### config.mk
export PLATFORM = sky130hd
export DESIGN_NAME = multicycle_control_fsm
export DESIGN_NICKNAME = d
export VERILOG_FILES = /design/src/rtl/rv_ctrl_pkg.sv /design/src/rtl/instret_counter.sv /design/src/rtl/multicycle_control_fsm.sv
export SDC_FILE = /design/constraint.sdc
export NUM_CORES = 1
export LEC_CHECK = 0
export CORE_MARGIN = 2
export CORE_UTILIZATION = 47
export DETAILED_ROUTE_END_ITERATION = 8
export PLACE_DENSITY = 0.85
export SLEW_MARGIN = 25
export SYNTH_ARGS = -nofsm -noshare
export SYNTH_HDL_FRONTEND = slang
export SYNTH_SLANG_ARGS = --single-unit
### constraint.sdc
create_clock -name clk -period 2.5 [get_ports clk]
set_input_delay 0.625 -clock clk [delete_from_list [all_inputs] [get_ports clk]]
set_output_delay 0.625 -clock clk [all_outputs]
set_load 0.01 [all_outputs]
### src/rtl/rv_ctrl_pkg.sv
// Shared definitions for the multicycle RV32I control path.
//   - state_e     : 4-bit FSM state encoding (also exported on the debug port)
//   - OP_*        : major opcode values (IR[6:0]) recognised by the controller
//   - SRCA_*/SRCB_*/ALUOP_* : datapath mux and ALU-class encodings
package rv_ctrl_pkg;

  typedef enum logic [3:0] {
    S_RESET     = 4'd0,
    S_FETCH     = 4'd1,
    S_DECODE    = 4'd2,
    S_MEM_ADDR  = 4'd3,
    S_MEM_READ  = 4'd4,
    S_MEM_WB    = 4'd5,
    S_MEM_WRITE = 4'd6,
    S_EXEC_R    = 4'd7,
    S_EXEC_I    = 4'd8,
    S_ALU_WB    = 4'd9,
    S_BRANCH    = 4'd10
  } state_e;

  localparam logic [6:0] OP_LOAD   = 7'b0000011;
  localparam logic [6:0] OP_STORE  = 7'b0100011;
  localparam logic [6:0] OP_RTYPE  = 7'b0110011;
  localparam logic [6:0] OP_ITYPE  = 7'b0010011;
  localparam logic [6:0] OP_BRANCH = 7'b1100011;
  localparam logic [6:0] OP_NOP    = 7'b0000000;

  localparam logic [1:0] SRCA_PC    = 2'b00;
  localparam logic [1:0] SRCA_RS1   = 2'b01;
  localparam logic [1:0] SRCA_OLDPC = 2'b10;

  localparam logic [1:0] SRCB_RS2  = 2'b00;
  localparam logic [1:0] SRCB_FOUR = 2'b01;
  localparam logic [1:0] SRCB_IMM  = 2'b10;

  localparam logic [1:0] ALUOP_ADD   = 2'b00;
  localparam logic [1:0] ALUOP_SUB   = 2'b01;
  localparam logic [1:0] ALUOP_FUNCT = 2'b10;

endpackage

### src/rtl/instret_counter.sv
// Retired-instruction counter.
//   clk   : rising-edge clock
//   reset : asynchronous active-high clear
//   en    : count this cycle
//   count : current count, wraps modulo 2^CNT_W
module instret_counter #(
  parameter int CNT_W = 32
) (
  input  logic             clk,
  input  logic             reset,
  input  logic             en,
  output logic [CNT_W-1:0] count
);

  logic [CNT_W-1:0] count_q;
  logic [CNT_W-1:0] count_d;

  always_comb begin
    count_d = en ? count_q + CNT_W'(1) : count_q;
  end

  always_ff @(posedge clk or posedge reset) begin
    if (reset) count_q <= '0;
    else       count_q <= count_d;
  end

  assign count = count_q;

endmodule

### src/rtl/multicycle_control_fsm.sv
// Multicycle RV32I sequencing controller.
// Steps each instruction through FETCH/DECODE/execute/memory/writeback and
// drives the shared datapath controls from the current state.
//   clk, reset      : clock and asynchronous active-high reset
//   Opcode          : IR[6:0], read in DECODE and MEM_ADDR only
//   zero            : ALU zero flag, used in BRANCH
//   mem_ready       : memory access completes this cycle
//   PCWrite..ALUOp  : datapath control outputs
//   illegal         : pulse in DECODE on an unrecognised opcode
//   instret         : retired-instruction count
//   state           : current state (debug)
module multicycle_control_fsm
  import rv_ctrl_pkg::*;
#(
  parameter bit MEM_HANDSHAKE = 1'b1,
  parameter int CNT_W         = 32
) (
  input  logic             clk,
  input  logic             reset,
  input  logic [6:0]       Opcode,
  input  logic             zero,
  input  logic             mem_ready,
  output logic             PCWrite,
  output logic             PCSource,
  output logic             IRWrite,
  output logic             IorD,
  output logic             MemRead,
  output logic             MemWrite,
  output logic             MemtoReg,
  output logic             RegWrite,
  output logic [1:0]       ALUSrcA,
  output logic [1:0]       ALUSrcB,
  output logic [1:0]       ALUOp,
  output logic             illegal,
  output logic [CNT_W-1:0] instret,
  output logic [3:0]       state
);

  state_e state_q;
  state_e state_d;
  logic   retire;
  logic   mem_rdy;

  // Without the handshake every memory access is assumed single-cycle.
  assign mem_rdy = MEM_HANDSHAKE ? mem_ready : 1'b1;

  // Next state; retire marks the edge that leaves a terminal state.
  always_comb begin
    state_d = state_q;
    retire  = 1'b0;
    case (state_q)
      S_RESET:  state_d = S_FETCH;
      S_FETCH:  if (mem_rdy) state_d = S_DECODE;
      S_DECODE: begin
        case (Opcode)
          OP_LOAD, OP_STORE: state_d = S_MEM_ADDR;
          OP_RTYPE:          state_d = S_EXEC_R;
          OP_ITYPE:          state_d = S_EXEC_I;
          OP_BRANCH:         state_d = S_BRANCH;
          OP_NOP: begin
            state_d = S_FETCH;
            retire  = 1'b1;
          end
          default:           state_d = S_FETCH;
        endcase
      end
      S_MEM_ADDR: state_d = (Opcode == OP_LOAD) ? S_MEM_READ : S_MEM_WRITE;
      S_MEM_READ: if (mem_rdy) state_d = S_MEM_WB;
      S_MEM_WB: begin
        state_d = S_FETCH;
        retire  = 1'b1;
      end
      S_MEM_WRITE: begin
        if (mem_rdy) begin
          state_d = S_FETCH;
          retire  = 1'b1;
        end
      end
      S_EXEC_R: state_d = S_ALU_WB;
      S_EXEC_I: state_d = S_ALU_WB;
      S_ALU_WB, S_BRANCH: begin
        state_d = S_FETCH;
        retire  = 1'b1;
      end
      default:  state_d = S_RESET;
    endcase
  end

  always_ff @(posedge clk or posedge reset) begin
    if (reset) state_q <= S_RESET;
    else       state_q <= state_d;
  end

  // Output decode: Moore on state, except the fetch-accept and branch-taken
  // PC/IR enables, which follow mem_ready and zero within the cycle.
  always_comb begin
    PCWrite  = 1'b0;
    PCSource = 1'b0;
    IRWrite  = 1'b0;
    IorD     = 1'b0;
    MemRead  = 1'b0;
    MemWrite = 1'b0;
    MemtoReg = 1'b0;
    RegWrite = 1'b0;
    ALUSrcA  = SRCA_PC;
    ALUSrcB  = SRCB_RS2;
    ALUOp    = ALUOP_ADD;
    illegal  = 1'b0;
    case (state_q)
      S_FETCH: begin
        MemRead = 1'b1;
        ALUSrcB = SRCB_FOUR;
        IRWrite = mem_rdy;
        PCWrite = mem_rdy;
      end
      S_DECODE: begin
        // Branch target (OldPC + imm) lands in ALUOut ahead of BRANCH.
        ALUSrcA = SRCA_OLDPC;
        ALUSrcB = SRCB_IMM;
        case (Opcode)
          OP_LOAD, OP_STORE, OP_RTYPE, OP_ITYPE, OP_BRANCH, OP_NOP: illegal = 1'b0;
          default: illegal = 1'b1;
        endcase
      end
      S_MEM_ADDR, S_EXEC_I: begin
        ALUSrcA = SRCA_RS1;
        ALUSrcB = SRCB_IMM;
      end
      S_MEM_READ: begin
        MemRead = 1'b1;
        IorD    = 1'b1;
      end
      S_MEM_WB: begin
        RegWrite = 1'b1;
        MemtoReg = 1'b1;
      end
      S_MEM_WRITE: begin
        MemWrite = 1'b1;
        IorD     = 1'b1;
      end
      S_EXEC_R: begin
        ALUSrcA = SRCA_RS1;
        ALUOp   = ALUOP_FUNCT;
      end
      S_ALU_WB: RegWrite = 1'b1;
      S_BRANCH: begin
        ALUSrcA  = SRCA_RS1;
        ALUOp    = ALUOP_SUB;
        PCSource = 1'b1;
        PCWrite  = zero;
      end
      default: ;
    endcase
  end

  instret_counter #(.CNT_W(CNT_W)) u_instret (
    .clk   (clk),
    .reset (reset),
    .en    (retire),
    .count (instret)
  );

  assign state = state_q;

endmodule

==> results.toml, run 1 <==
[run_status]
status = "complete, no violations"

[placed_design]
hpwl_um = 3449
port_buffers = 61
dp_slack_ns = -0.3194
place_congestion = 0.8463

[clock_tree]
clock_sinks = 36
clockBufferDepth = 2
ctsHoldBuffers = 0
clock_latency_ns = 0.29
clockRootBuffer = "clkbuf_8"
htree_levels = 2
cts_buffers = 5
clk_pin_slew_ns = 0.07
cts_tree = "built"

[synthesis]
netlist_instances = 211
synth_most_common_cell = "dfrtp_1"
yosys.area_share.simple_pct = 25.98
synth_area_leaders = "dfrtp_1, xor2_1, xnor2_1"
synth_top_family_by_area = "simple AND/OR/NAND/NOR gates"
postSynthAreaPerCell_um2 = 9.494
ys_async_sr_fraction_pct = 100.0
synthXorXnorAreaFrac_pct = 14.87
yosys.area_share.adder_pct = 0.6246
synth.area.mux_share_pct = 0.5621
ys.flop_type = "dfrtp_1"
yosysWarningCount = 0
ys_types = 40
synth_top_area_share_pct = 44.97
synth_edf_count = 0
synth_compound_area_share_pct = 8.370
ys_seq_area_share_pct = 44.97
ys_seq_elements = 36
synthesis.nets = 223
yosys-top-cells-count = "dfrtp_1, nor2_1, xor2_1"
yosys.area.top_type = "dfrtp_1"
netlist_area_um2 = 2003

[critical_path]
worstSetupEndpointType = "output pin"
cp-startpoint = "state[0]"
start_kind = "flip-flop"
reg2reg_from = "u_instret.count[3]"
path_class = "flip-flop to output pin"
worst_ep_required_time_ns = 1.88
critPathMaxFanout = 9
arrival_ns = 1.79

[timing]
fin_skew_ns = 0.002373
hold_slack_ns = 0.4852
fmax_ghz = 0.4133
finalWorstSetupSlack_ns = 0.08021
finalHoldViolCount = 0
setup_viol = 0
worstMarginPinSlew_ns = 0.5215
fin_tns_setup_ns = 0
relSlewSlack_pct = 65.22
fin_crit_sh_pct = 96.79
maxSlewViolCount = 0
layout_min_cycle_time_ns = 2.420

[grt]
antenna_found_initial = 0
grt_overflow_total = 0
grt_usage_pct = 19.91
grt_pass1_vias = 1707
grt_pass1_wl_um = 7790
grt_max_degree = 37

[floorplan]
die_y_um = 69.29
start_util_pct = 49.37
rows = 23
die_w_um = 69.29
die_area_um2 = 4800
core-area_um2 = 4058
ios = 62

[finish]
nNetsFinal = 302
num-fill-cells = 293
num_antenna_cells = 0
drive_gt1_share_pct = 15.12
synthToLayoutAreaGrowth_pct = 44.97

[hold_path]
min-delay-path-class = "flip-flop to flip-flop"
min-delay-start = "u_instret.count[31]"

[routing]
via_per_inst = 5.264
routed_wl_um = 4737
drtPass1Iterations = 4
wl_per_cell_um = 13.89
drt-initial-drc-count = 88
drc = 0
vias = 1795
ant_nets = 0

[power_and_ir_drop]
ir_drop_uv = 546.1
power_density_nw_per_um2 = 712.8
leakage_nw = 1.376

[flow_run]
maxCapViolations = 0
-- flip-flops by register name, summed over array words and instances, names as in the netlist --
name,cells
u_instret.count,32
state,4
-- path summary, 6_finish.rpt --
kind / to / slack, ns / depth (start not counted)
hold / removal: u_instret.count[31] / 0.49 / 1
setup reg to reg: u_instret.count[27] / 0.24 / 5
hold reg to reg: u_instret.count[31] / 0.49 / 1
setup / recovery: ALUSrcA[1] / 0.08 / 2
min in group asynchronous: u_instret.count[22] / 0.74 / 3
max in group asynchronous: state[1] / 1.43 / 3
-- layout make-up --
class / instances / area (um^2) / area share [%]
inverter: 10 / 37.54 / 1.293
sequential: 36 / 905.9 / 31.19
timing repair buffer: 83 / 780.7 / 26.88
clock buffer: 8 / 90.09 / 3.102
tap: 50 / 62.56 / 2.154
multi-input combinational: 154 / 1027 / 35.37
-- what timing repair did --
action / 4_1_cts / 5_1_grt
resized for setup: 9 / 7
endpoints found under the setup margin: 5 / 5
setup buffers: 0 / 4
pin swaps: 1 / 3
cloned: 0 / 0
-- metal layers --
metal | global-route usage (%) | up-vias | share of wire, %
met2 | 35.15 | 39 | 52
li1 | - | 880 | -
met1 | 24.46 | 870 | 43
met5 | 0 | - | 0
met4 | 4.575 | 0 | 1.1
met3 | 4.942 | 6 | 4.1
-- power by group --
group / internal, mW / switching (mW)
Clock: 0.225 / 0.197
Combinational: 0.487 / 0.393
Sequential: 0.647 / 0.122
-- worst max-delay path, stage by stage, from the launching register on --
cell and delay, ns:
dfrtp_2 0.48, nor4b_4 0.41, clkdlybuf4s50_1 0.61
-- cells by family (layout without fill, tap and decap cells) --
logic type / after synthesis / in the layout
mux: 1 / 1
simple gates: 96 / 96
fa+ha+maj: 1 / 1
buf+inv: 21 / 101
flops: 36 / 36
compound gates: 22 / 22
xor+xnor: 34 / 34
-- placed cells by master (no fill, tap or decap), types with 4 or more instances in the layout --
master and instances:
o21ai_0 4, xnor2_1 12, nand3_1 8, xor2_1 22
dlymetal6s2s_1 4, dfrtp_1 32, clkbuf_8 6, nor2_1 25
dfrtp_2 4, dlygate4sd2_1 4, a21oi_1 5, nand2_1 20
inv_1 10, buf_4 22, clkdlybuf4s50_1 53, nor3_2 4
nor3_1 16
-- metrics by stage --
step	power (mW)	instances	util (%)	cell area, um^2
after detailed placement	1.622	329	67.93	2756
after floorplan	1.184	211	-	2003
after CTS	2.046	337	70.46	2859
final	2.070	341	71.57	2904
after global routing	2.190	341	71.57	2904
after global placement	1.609	329	67.93	2756
Power figures use the tool's default switching activity.
==> run 2: changes to the inputs <==
Settings changed: HOLD_SLACK_MARGIN set to 0.02.
==> results of run 2 <==
The final DEF is identical to that of run 1; final timing and power are the same.
